--- src/rtl/mem_wb_stage_if.sv ---
// rtl/mem_wb_stage_if.sv - data-memory request/acknowledge bus between mem_wb_stage and data memory
interface mem_wb_stage_if #(
  parameter int DATA_W = 32
);
  logic              req;
  logic              we;
  logic [DATA_W-1:0] addr;
  logic [DATA_W-1:0] wdata;
  logic              ack;
  logic [DATA_W-1:0] rdata;

  modport master (output req, output we, output addr, output wdata, input ack, input rdata);
  modport slave  (input req, input we, input addr, input wdata, output ack, output rdata);
endinterface

--- src/rtl/mem_wb_stage.sv ---
// rtl/mem_wb_stage.sv - memory access, branch resolution and one-cycle registered writeback stage
module mem_wb_stage #(
  parameter int DATA_W  = 32,
  parameter int REG_W   = 5,
  parameter int TIMEOUT = 16
) (
  input  logic              clk,
  input  logic              reset,
  input  logic              in_valid,
  output logic              in_ready,
  input  logic [DATA_W-1:0] regDdata,
  input  logic [DATA_W-1:0] regBdata,
  input  logic              zero,
  input  logic [31:0]       PCNEXT,
  input  logic [REG_W-1:0]  regD,
  input  logic              mem_read,
  input  logic              mem_write,
  input  logic              branch,
  input  logic              mem_to_reg,
  input  logic              reg_write,
  mem_wb_stage_if.master    dmem,
  output logic              wb_valid,
  output logic              wb_we,
  output logic [REG_W-1:0]  wb_regD,
  output logic [DATA_W-1:0] wb_data,
  output logic              pc_src,
  output logic [31:0]       pc_target,
  output logic              mem_err
);

  typedef enum logic [1:0] {IDLE, WAIT_ACK, WB} state_t;

  localparam int CNT_W = $clog2(TIMEOUT + 1);

  state_t            state, state_nx;
  logic [CNT_W-1:0]  cnt;
  logic [DATA_W-1:0] op_addr;
  logic [DATA_W-1:0] op_bdata;
  logic [31:0]       op_pc;
  logic [REG_W-1:0]  op_regD;
  logic              op_zero, op_branch, op_m2r, op_rw, op_store;
  logic [DATA_W-1:0] rdata_q;
  logic              err_q;

  logic accept, has_mem, bad_op, timeout_hit, in_wait, in_wb;

  assign accept      = in_valid & in_ready;
  assign has_mem     = mem_read | mem_write;
  assign bad_op      = has_mem & ((regDdata[1:0] != 2'b00) | (mem_read & mem_write));
  // the last permitted wait cycle is the one where cnt == TIMEOUT-1; an ack there still wins
  assign timeout_hit = (cnt == CNT_W'(TIMEOUT - 1));
  assign in_wait     = (state == WAIT_ACK);
  assign in_wb       = (state == WB);

  always_ff @(posedge clk or negedge reset) begin
    if (!reset) state <= IDLE;
    else        state <= state_nx;
  end

  always_comb begin
    state_nx = state;
    case (state)
      IDLE:     if (accept) state_nx = (has_mem && !bad_op) ? WAIT_ACK : WB;
      WAIT_ACK: if (dmem.ack || timeout_hit) state_nx = WB;
      WB:       state_nx = IDLE;
      default:  state_nx = IDLE;
    endcase
  end

  always_ff @(posedge clk or negedge reset) begin
    if (!reset) begin
      cnt       <= '0;
      op_addr   <= '0;
      op_bdata  <= '0;
      op_pc     <= '0;
      op_regD   <= '0;
      op_zero   <= 1'b0;
      op_branch <= 1'b0;
      op_m2r    <= 1'b0;
      op_rw     <= 1'b0;
      op_store  <= 1'b0;
      rdata_q   <= '0;
      err_q     <= 1'b0;
    end else if (accept) begin
      cnt       <= '0;
      op_addr   <= regDdata;
      op_bdata  <= regBdata;
      op_pc     <= PCNEXT;
      op_regD   <= regD;
      op_zero   <= zero;
      op_branch <= branch;
      op_m2r    <= mem_to_reg;
      op_rw     <= reg_write;
      op_store  <= mem_write;
      rdata_q   <= '0;
      err_q     <= bad_op;
    end else if (in_wait) begin
      if (dmem.ack)        rdata_q <= dmem.rdata;
      else if (timeout_hit) err_q  <= 1'b1;
      else                 cnt     <= cnt + 1'b1;
    end
  end

  // in_ready is held low during reset so every output reads 0 while reset is asserted
  assign in_ready   = (state == IDLE) & reset;

  assign dmem.req   = in_wait;
  assign dmem.we    = in_wait & op_store;
  assign dmem.addr  = in_wait ? op_addr  : '0;
  assign dmem.wdata = in_wait ? op_bdata : '0;

  assign wb_valid   = in_wb;
  assign wb_we      = in_wb & op_rw & ~err_q & (op_regD != '0);
  assign wb_regD    = in_wb ? op_regD : '0;
  assign wb_data    = in_wb ? (op_m2r ? rdata_q : op_addr) : '0;
  assign pc_src     = in_wb & op_branch & op_zero & ~err_q;
  assign pc_target  = in_wb ? op_pc : '0;
  assign mem_err    = in_wb & err_q;

endmodule

--- src/flat_wrapper.sv ---
// flat-port wrapper written by rule: the top's interface ports become plain ports
module mem_wb_stage_flat 
#(
  parameter int DATA_W  = 32,
  parameter int REG_W   = 5,
  parameter int TIMEOUT = 16
)
  (clk, reset, in_valid, in_ready, regDdata, regBdata, zero, PCNEXT, regD, mem_read, mem_write, branch, mem_to_reg, reg_write, wb_valid, wb_we, wb_regD, wb_data, pc_src, pc_target, mem_err, dmem_req, dmem_we, dmem_addr, dmem_wdata, dmem_ack, dmem_rdata);
  mem_wb_stage_if #(.DATA_W(DATA_W)) dmem_i ();
  input  logic clk;
  input  logic reset;
  input  logic in_valid;
  output logic in_ready;
  input  logic [DATA_W-1:0] regDdata;
  input  logic [DATA_W-1:0] regBdata;
  input  logic zero;
  input  logic [31:0] PCNEXT;
  input  logic [REG_W-1:0] regD;
  input  logic mem_read;
  input  logic mem_write;
  input  logic branch;
  input  logic mem_to_reg;
  input  logic reg_write;
  output logic wb_valid;
  output logic wb_we;
  output logic [REG_W-1:0] wb_regD;
  output logic [DATA_W-1:0] wb_data;
  output logic pc_src;
  output logic [31:0] pc_target;
  output logic mem_err;
  output wire logic [$bits(dmem_i.req)-1:0] dmem_req;
  output wire logic [$bits(dmem_i.we)-1:0] dmem_we;
  output wire logic [$bits(dmem_i.addr)-1:0] dmem_addr;
  output wire logic [$bits(dmem_i.wdata)-1:0] dmem_wdata;
  input wire logic [$bits(dmem_i.ack)-1:0] dmem_ack;
  input wire logic [$bits(dmem_i.rdata)-1:0] dmem_rdata;
  assign dmem_req = dmem_i.req;
  assign dmem_we = dmem_i.we;
  assign dmem_addr = dmem_i.addr;
  assign dmem_wdata = dmem_i.wdata;
  assign dmem_i.ack = dmem_ack;
  assign dmem_i.rdata = dmem_rdata;
  mem_wb_stage #(.DATA_W(DATA_W), .REG_W(REG_W), .TIMEOUT(TIMEOUT)) u_core (.clk(clk), .reset(reset), .in_valid(in_valid), .in_ready(in_ready), .regDdata(regDdata), .regBdata(regBdata), .zero(zero), .PCNEXT(PCNEXT), .regD(regD), .mem_read(mem_read), .mem_write(mem_write), .branch(branch), .mem_to_reg(mem_to_reg), .reg_write(reg_write), .dmem(dmem_i), .wb_valid(wb_valid), .wb_we(wb_we), .wb_regD(wb_regD), .wb_data(wb_data), .pc_src(pc_src), .pc_target(pc_target), .mem_err(mem_err));
endmodule
--- config.mk ---
export PLATFORM = sky130hd
export DESIGN_NAME = mem_wb_stage_flat
export DESIGN_NICKNAME = d
export VERILOG_FILES = /design/src/rtl/mem_wb_stage_if.sv /design/src/rtl/mem_wb_stage.sv /design/src/flat_wrapper.sv
export SDC_FILE = /design/constraint.sdc
export NUM_CORES = 1
export LEC_CHECK = 0
export BUFFER_PORTS_ARGS = -buffer_cell sky130_fd_sc_hd__buf_2
export CAP_MARGIN = 5
export CORE_MARGIN = 4
export CORE_UTILIZATION = 44
export DETAILED_ROUTE_END_ITERATION = 7
export PLACE_DENSITY = 0.77
export SLEW_MARGIN = 20
export SYNTH_ARGS = -nofsm -noshare
export SYNTH_HDL_FRONTEND = slang
export SYNTH_SLANG_ARGS = --single-unit
--- constraint.sdc ---
create_clock -name clk -period 2.1 [get_ports clk]
set_input_delay 0.42 -clock clk [delete_from_list [all_inputs] [get_ports clk]]
set_output_delay 0.42 -clock clk [all_outputs]
set_load 0.03 [all_outputs]
==> impl_metrics.csv, run 1 <==
group,metric,value,unit
critical_path,r2r_cells,6,
grt,met1_usage,29.3,%
die,die_w,133,um
pwr,seqPwrFrac,42.6,%
yosys,synth_area_leaders,"dfrtp_1 (53%), nand2_1 (21%), and2_1 (9.4%)",
layout,layout-drive-gt1-share,36.1,%
die,rows,45,
critical_path,r2r-end,"u_core.cnt[3]",
cts,cts_buffers,17,
sta,hold_viol_final,0,
sta,rsz0062_at_grt,"true",
sta,final_max_slew_viol_count,0,
cts,hold_buffers,0,
cts,cts_max_level,4,
layout,fin_nets,1249,
yosys,seq_area_frac_synth,53.2,%
yosys,synth_top_family_by_area,"simple AND/OR/NAND/NOR gates",
pwr,power-per-cell-area,832,nW/um^2
sta,layout_setup_ws,-8.25,ps
pwr,switching_share,30.1,%
layout,antennaDiodeCount,0,
yosys,synth-main-ff-cell,"dfrtp_1",
cts,clkLatencyLatePin,410,ps
pwr,combPwrFrac,21.5,%
route,wl_per_cell,16.2,um
critical_path,worst_ep_arrival_time,1690,ps
critical_path,crit_family,"buffers and inverters",
status,status,"complete, but fails checks",
sta,setup_tns,-35.4,ps
yosys,netlist_top_cells_count,"nand2_1 (384), dfrtp_1 (146), and2_1 (103)",
route,wirelength,21.5,mm
route,drc,0,
route,vias_per_cell,4.91,
route,drt_iter0_drc,260,
critical_path,path_cells,"buf_6, nor2b_4, bufbuf_16, and2_1, buf_4",
yosys,yosysTopAreaCellShare,53.2,%
grt,grtUsageMet3,6.39,%
grt,first_global_vias,6396,
yosys,yosysTopAreaCell,"dfrtp_1",
pwr,p_int,5.83,mW
place,placed_cells_incl_taps,1280,
route,vias,6517,
grt,antenna_found_initial,0,
yosys,synth.avg_cell_area,8.33,um^2
sta,min_period,2110,ps
flow_run,drv_cap,0,
place,dp_hpwl,13.2,mm
pwr,leakage,5.39,nW
pwr,power,8.33,mW
critical_path,r2r-start,"u_core.cnt[1]",
place,place_congestion,0.806,
sta,setup_viol,7,
yosys,syn_nets,970,
place,dp_slack,13.1,ps
place,port_buffers,282,
cts,root_buffer,"clkbuf_16",
cts,clock_sinks,146,
cts,clkTransAtPathRegs,60,ps
critical_path,startpoint_type,"flop",
die,die_area,17700,um^2
yosys,yosysWarnings,0,
grt,grtUsageTotal,23.3,%
critical_path,path_buf_inv,3,
route,drtPass1Iterations,7,
cts,cts_tree,"done",
pwr,power.share.clock,35.9,%
yosys,syn_inst,825,
grt,grt_pass1_wl,32.8,mm
yosys,yosysUniqueCellTypes,37,
sta,finalCritPeriodShare,100,%
die,ios,283,
cts,cts_buffer_depth,2,
critical_path,critPathMaxFanout,14,
sta,finalClockSkew,7.95,ps
critical_path,worst-path-stages,5,
yosys,ys_seq_elements,146,
yosys,async_flop_share,100,%
die,die_h,133,um
sta,fmax,474,MHz
yosys,synthAdderAreaFrac,0.364,%
sta,tightest_slew,775,ps
yosys,synthMuxAreaShare,4.81,%
die,core_area,15300,um^2
layout,synthToLayoutAreaGrowth,45.8,%
yosys,synth_compound_area_share,3.52,%
critical_path,critPathKind,"reg -> out",
grt,grt_max_degree,147,
critical_path,cp.required,1680,ps
die,floorplan.initialDensity,45.0,%
yosys,yosys.area_share.simple,34.3,%
critical_path,critical_path.endpoint_type,"output pin",
grt,use_met2,38.0,%
pwr,max-vdd-ir-drop,0.552,mV
yosys,synth-xor-area-share,0.255,%
critical_path,reg2reg_slack,80,ps
route,ant_nets,0,
critical_path,critical-path-slowest-cell,"dfrtp_1",
layout,instances_no_fill,1327,
critical_path,max_stage_delay,360,ps
yosys,synth.most_common_cell,"nand2_1",
critical_path,crit_path_start,"u_core.state[0]",
status,violations,"negative setup slack",
yosys,synth_edf_count,0,
sta,slew-limit-headroom,48.3,%
yosys,synth_area,6870,um^2
pwr,p_sw,2.51,mW
critical_path,crit_end,"dmem_addr[21]",
hold_path,min_path_type,"in -> async",
grt,grt_most_used_layer,"met2",
grt,overflow,0,
==> worst reg2reg max path, stage by stage, from the launching register on <==
cell,delay [ps]
dfrtp_1,400
ha_2,180
and3_1,180
ha_2,190
or4b_4,500
or3_4,380
a21oi_2,130
==> power by group through the flow <==
stage               sequential (mW)  clock (mW)  combinational, mW
floorplan                      3.48           0               1.05
global placement               3.56           0               1.54
detailed placement             3.58           0               1.57
CTS                            3.54        3.05               1.70
global route                   3.61        3.19               1.98
finish                         3.55        2.99               1.79
==> placed cells by master, fill, tap and decap left out, types with 3 or more instances in the layout <==
| master | netlist | final |
|---|---|---|
| nor2_1 | 37 | 35 |
| clkbuf_4 | 0 | 21 |
| buf_6 | 1 | 56 |
| nand2_1 | 384 | 384 |
| and2_4 | 0 | 39 |
| mux2i_1 | 33 | 31 |
| clkbuf_16 | 0 | 20 |
| buf_2 | 13 | 186 |
| a21oi_1 | 33 | 33 |
| buf_4 | 0 | 38 |
| buf_16 | 0 | 3 |
| dfrtp_1 | 146 | 144 |
| and2_1 | 103 | 64 |
| clkinvlp_4 | 0 | 5 |
| buf_12 | 0 | 8 |
==> how the worst min path moves through the flow <==
| stage | startpoint | endpoint | slack [ps] | cells after the start |
|---|---|---|---|---|
| after floorplan | reset | u_core.cnt[0] | 120 | 0 |
| after global placement | u_core.op_bdata[30] | u_core.op_bdata[30] | 450 | 2 |
| after detailed placement | u_core.op_bdata[14] | u_core.op_bdata[14] | 450 | 2 |
| after CTS | PCNEXT[29] | u_core.op_pc[29] | 160 | 3 |
| after global routing | PCNEXT[19] | u_core.op_pc[19] | 180 | 3 |
| final | reset | u_core.rdata_q[11] | 170 | 2 |
==> state kept, by name, summed over array words and instances, names as in the netlist, 2 cells and up <==
| register | count |
|---|---|
| u_core.cnt | 5 |
| u_core.op_addr | 32 |
| u_core.op_bdata | 32 |
| u_core.op_pc | 32 |
| u_core.op_regD | 5 |
| u_core.rdata_q | 32 |
| u_core.state | 2 |
==> timing repair <==
item                                    in CTS  in global routing
endpoints found under the setup margin     137                138
buffers inserted                             5                  4
resized for setup                          149                 59
pin swaps                                    0                 12
gates cloned                                 4                  3
==> metrics by stage <==
stage	util, %	area, um^2	hold WS, ps
detailed placement	56.1	8570	454
finish	65.7	10000	168
global placement	56.1	8570	449
floorplan	-	6870	124
global route	65.7	10000	178
CTS	63.9	9740	165
==> layout make-up <==
cell class | instances | area [um^2]
Clock buffer | 20 | 457
Clock inverter | 11 | 129
Fill cell | 1231 | 5240
Inverter | 3 | 13.8
Multi-Input combinational cell | 620 | 3140
Sequential cell | 146 | 3660
Tap cell | 211 | 264
Timing Repair Buffer | 316 | 2350
==> layer usage <==
layer / wire, um / up-vias
li1: - / 3113
met1: 8640 / 3055
met2: 10400 / 298
met3: 1720 / 51
met4: 685 / 0
met5: 0 / -
==> kinds of logic (layout without fill, tap and decap cells) <==
family,after synthesis,after routing
AO/OA/AOI/OAI,43,43
XOR/XNOR,2,2
adder cells (fa/ha/maj),2,2
buffers and inverters,59,350
flip-flops,146,146
multiplexers,33,33
AND/OR/NAND/NOR,540,540
Power figures use the tool's default switching activity.
==> run 2, diff against run 1 <==
Settings changed: ABC_AREA set to 1, CORE_MARGIN 4 to 2.
==> impl_metrics.csv, run 2 <==
group,metric,value,unit
sta,hold_viol_final,0,
route,wirelength,18.9,mm
layout,fin_nets,1263,
route,vias_per_cell,4.91,
critical_path,path_buf_inv,2,
critical_path,critical-path-slowest-cell,"dfrtp_2",
cts,clkTransAtPathRegs,60,ps
yosys,synth_compound_area_share,15.2,%
sta,rsz0062_at_grt,"true",
route,wl_met2,9.45,mm
critical_path,worst-path-stages,5,
place,dp_slack,342,ps
die,core_area,15000,um^2
route,wl_per_cell,14.3,um
yosys,yosysTopAreaCellShare,54.5,%
yosys,synth-main-ff-cell,"dfrtp_1",
sta,setup_viol,0,
yosys,syn_inst,851,
critical_path,critical_path.endpoint_type,"output pin",
cts,cts_buffer_depth,2,
critical_path,max_stage_delay,440,ps
die,die_area,16200,um^2
sta,whs,211,ps
route,drtPass1Iterations,5,
critical_path,worst_ep_arrival_time,1660,ps
yosys,synthAdderAreaFrac,0.374,%
place,dp_hpwl,12.6,mm
yosys,synth_area,6700,um^2
sta,finalClockSkew,4.92,ps
yosys,netlist_top_cells_count,"nor2_1 (183), dfrtp_1 (146), nand2_1 (126)",
route,met1_length,7.74,mm
sta,layout_setup_ws,22.4,ps
grt,grt_max_degree,134,
die,die_w,127,um
grt,grt_pass1_wl,29.6,mm
route,drc,0,
route,vias,6492,
sta,min_period,2080,ps
critical_path,startpoint_type,"flop",
pwr,power-per-cell-area,1340,nW/um^2
die,floorplan.initialDensity,44.6,%
critical_path,cp.required,1680,ps
sta,finalCritPeriodShare,98.9,%
flow_run,drv_cap,0,
grt,grtUsageTotal,23.1,%
layout,postLayoutCoreUtil,61.4,%
layout,final_cell_mix,"buf_2 (210), nor2_1 (167), dfrtp_1 (145), nand2_1 (126), inv_1 (117)",
yosys,synth.most_common_cell,"nor2_1",
pwr,leakage,4.98,nW
critical_path,critPathMaxFanout,17,
place,port_buffers,282,
yosys,synth_area_leaders,"dfrtp_1 (55%), nor2_1 (10%), o21ai_0 (9.1%)",
layout,n_fill_cell,1306,
yosys,synth.avg_cell_area,7.87,um^2
layout,synthToLayoutAreaGrowth,37.8,%
critical_path,path_cells,"nor2_4, buf_12, o21ai_0, a21oi_1, buf_4",
yosys,synth-xor-area-share,0,%
yosys,seq_area_frac_synth,54.5,%
yosys,ys_seq_elements,146,
yosys,yosysWarnings,0,
cts,cts_tree,"done",
yosys,synth_edf_count,0,
critical_path,crit_family,"flip-flops",
yosys,async_flop_share,100,%
yosys,synthMuxAreaShare,0,%
grt,antenna_found_initial,2,
grt,overflow,0,
cts,cts_max_level,4,
pwr,power,12.3,mW
cts,clkLatencyLatePin,410,ps
yosys,yosysTopAreaCell,"dfrtp_1",
cts,clock_sinks,146,
route,highest_layer,"met4",
sta,fmax,481,MHz
critical_path,critPathKind,"reg -> out",
sta,setup_tns,0,ps
route,drt_iter0_drc,294,
route,ant_nets,0,
status,status,"complete, no violations",
route,wl_met3,1.40,mm
yosys,syn_nets,996,
sta,slew-limit-headroom,53.2,%
layout,layout-drive-gt1-share,31.8,%
cts,root_buffer,"clkbuf_16",
yosys,yosys.area_share.simple,18.7,%
place,place_congestion,0.838,
grt,first_global_vias,6096,
layout,seq_area,3650,um^2
critical_path,r2r_cells,7,
hold_path,min_path_type,"in -> reg",
layout,final_common_cell,"buf_2",
yosys,synth_top_family_by_area,"simple AND/OR/NAND/NOR gates",
yosys,yosysUniqueCellTypes,20,
cts,cts_buffers,17,
die,ios,283,
sta,final_max_slew_viol_count,0,
die,die_h,127,um
hold_path,whs_path_depth,3,
layout,multi_input_area,2360,um^2
sta,tightest_slew,701,ps
pwr,max-vdd-ir-drop,0.674,mV
die,rows,45,
==> run 2: logic make-up (layout without fill, tap and decap cells) <==
family / count (synthesis) / in the layout
AO/OA/AOI/OAI: 204 / 204
adder cells (fa/ha/maj): 2 / 2
buffers and inverters: 174 / 454
flip-flops: 146 / 146
other: 0 / 2
AND/OR/NAND/NOR: 325 / 325
==> run 2: final cells by class <==
type / instances / area share (%)
inverters: 120 / 4.93
clock buffers: 18 / 4.76
flip-flops and latches: 146 / 39.6
multi-input cells: 531 / 25.5
clock inverters: 14 / 2.02
diodes: 2 / 0.0542
repair buffers: 302 / 20.5
well taps: 188 / 2.55
==> run 2: metal layers <==
| metal | track usage (%) | up-vias |
|---|---|---|
| li1 | - | 3177 |
| met1 | 28.9 | 3031 |
| met2 | 39.0 | 256 |
| met3 | 5.95 | 28 |
| met4 | 8.02 | 0 |
| met5 | 0 | - |
==> run 2: power by group <==
| group | total, mW | leakage (nW) | switching (mW) | internal [mW] |
|---|---|---|---|---|
| logic | 4.96 | 2.82 | 3.31 | 1.65 |
| registers | 4.18 | 1.86 | 0.325 | 3.85 |
| clock network | 3.18 | 0.306 | 1.17 | 2.02 |
==> run 2: repair_timing <==
item	in CTS	in global routing
hold buffers	1	0
cloned	1	0
setup buffers	2	1
endpoints found under the hold margin	13	0
gates resized for setup	26	131
setup endpoints to repair	30	69
pin swaps	1	1
==> run 2: path summary, 6_finish.rpt <==
path / start / endpoint / slack (ps)
min in group asynchronous: reset / u_core.op_bdata[23] / 420
max in group asynchronous: reset / u_core.cnt[2] / 750
min reg2reg: u_core.op_branch / u_core.op_branch / 480
max: u_core.state[0] / wb_data[25] / 20
max reg2reg: u_core.state[1] / u_core.op_pc[15] / 350
min: reg_write / u_core.op_rw / 210
==> run 2: worst reg2reg max path, stage by stage (launching register included) <==
cell,delay [ps]
dfrtp_1,390
buf_4,140
nor2_1,90
nand3_1,180
inv_6,360
buf_12,250
nand2_1,90
o21ai_0,130
==> run 2: through the flow <==
stage / cell area [um^2] / cells
2_1_floorplan: 6700 / 851
3_3_place_gp: 8300 / 1283
3_5_place_dp: 8300 / 1283
4_1_cts: 9040 / 1319
5_1_grt: 9230 / 1321
6_report: 9230 / 1321
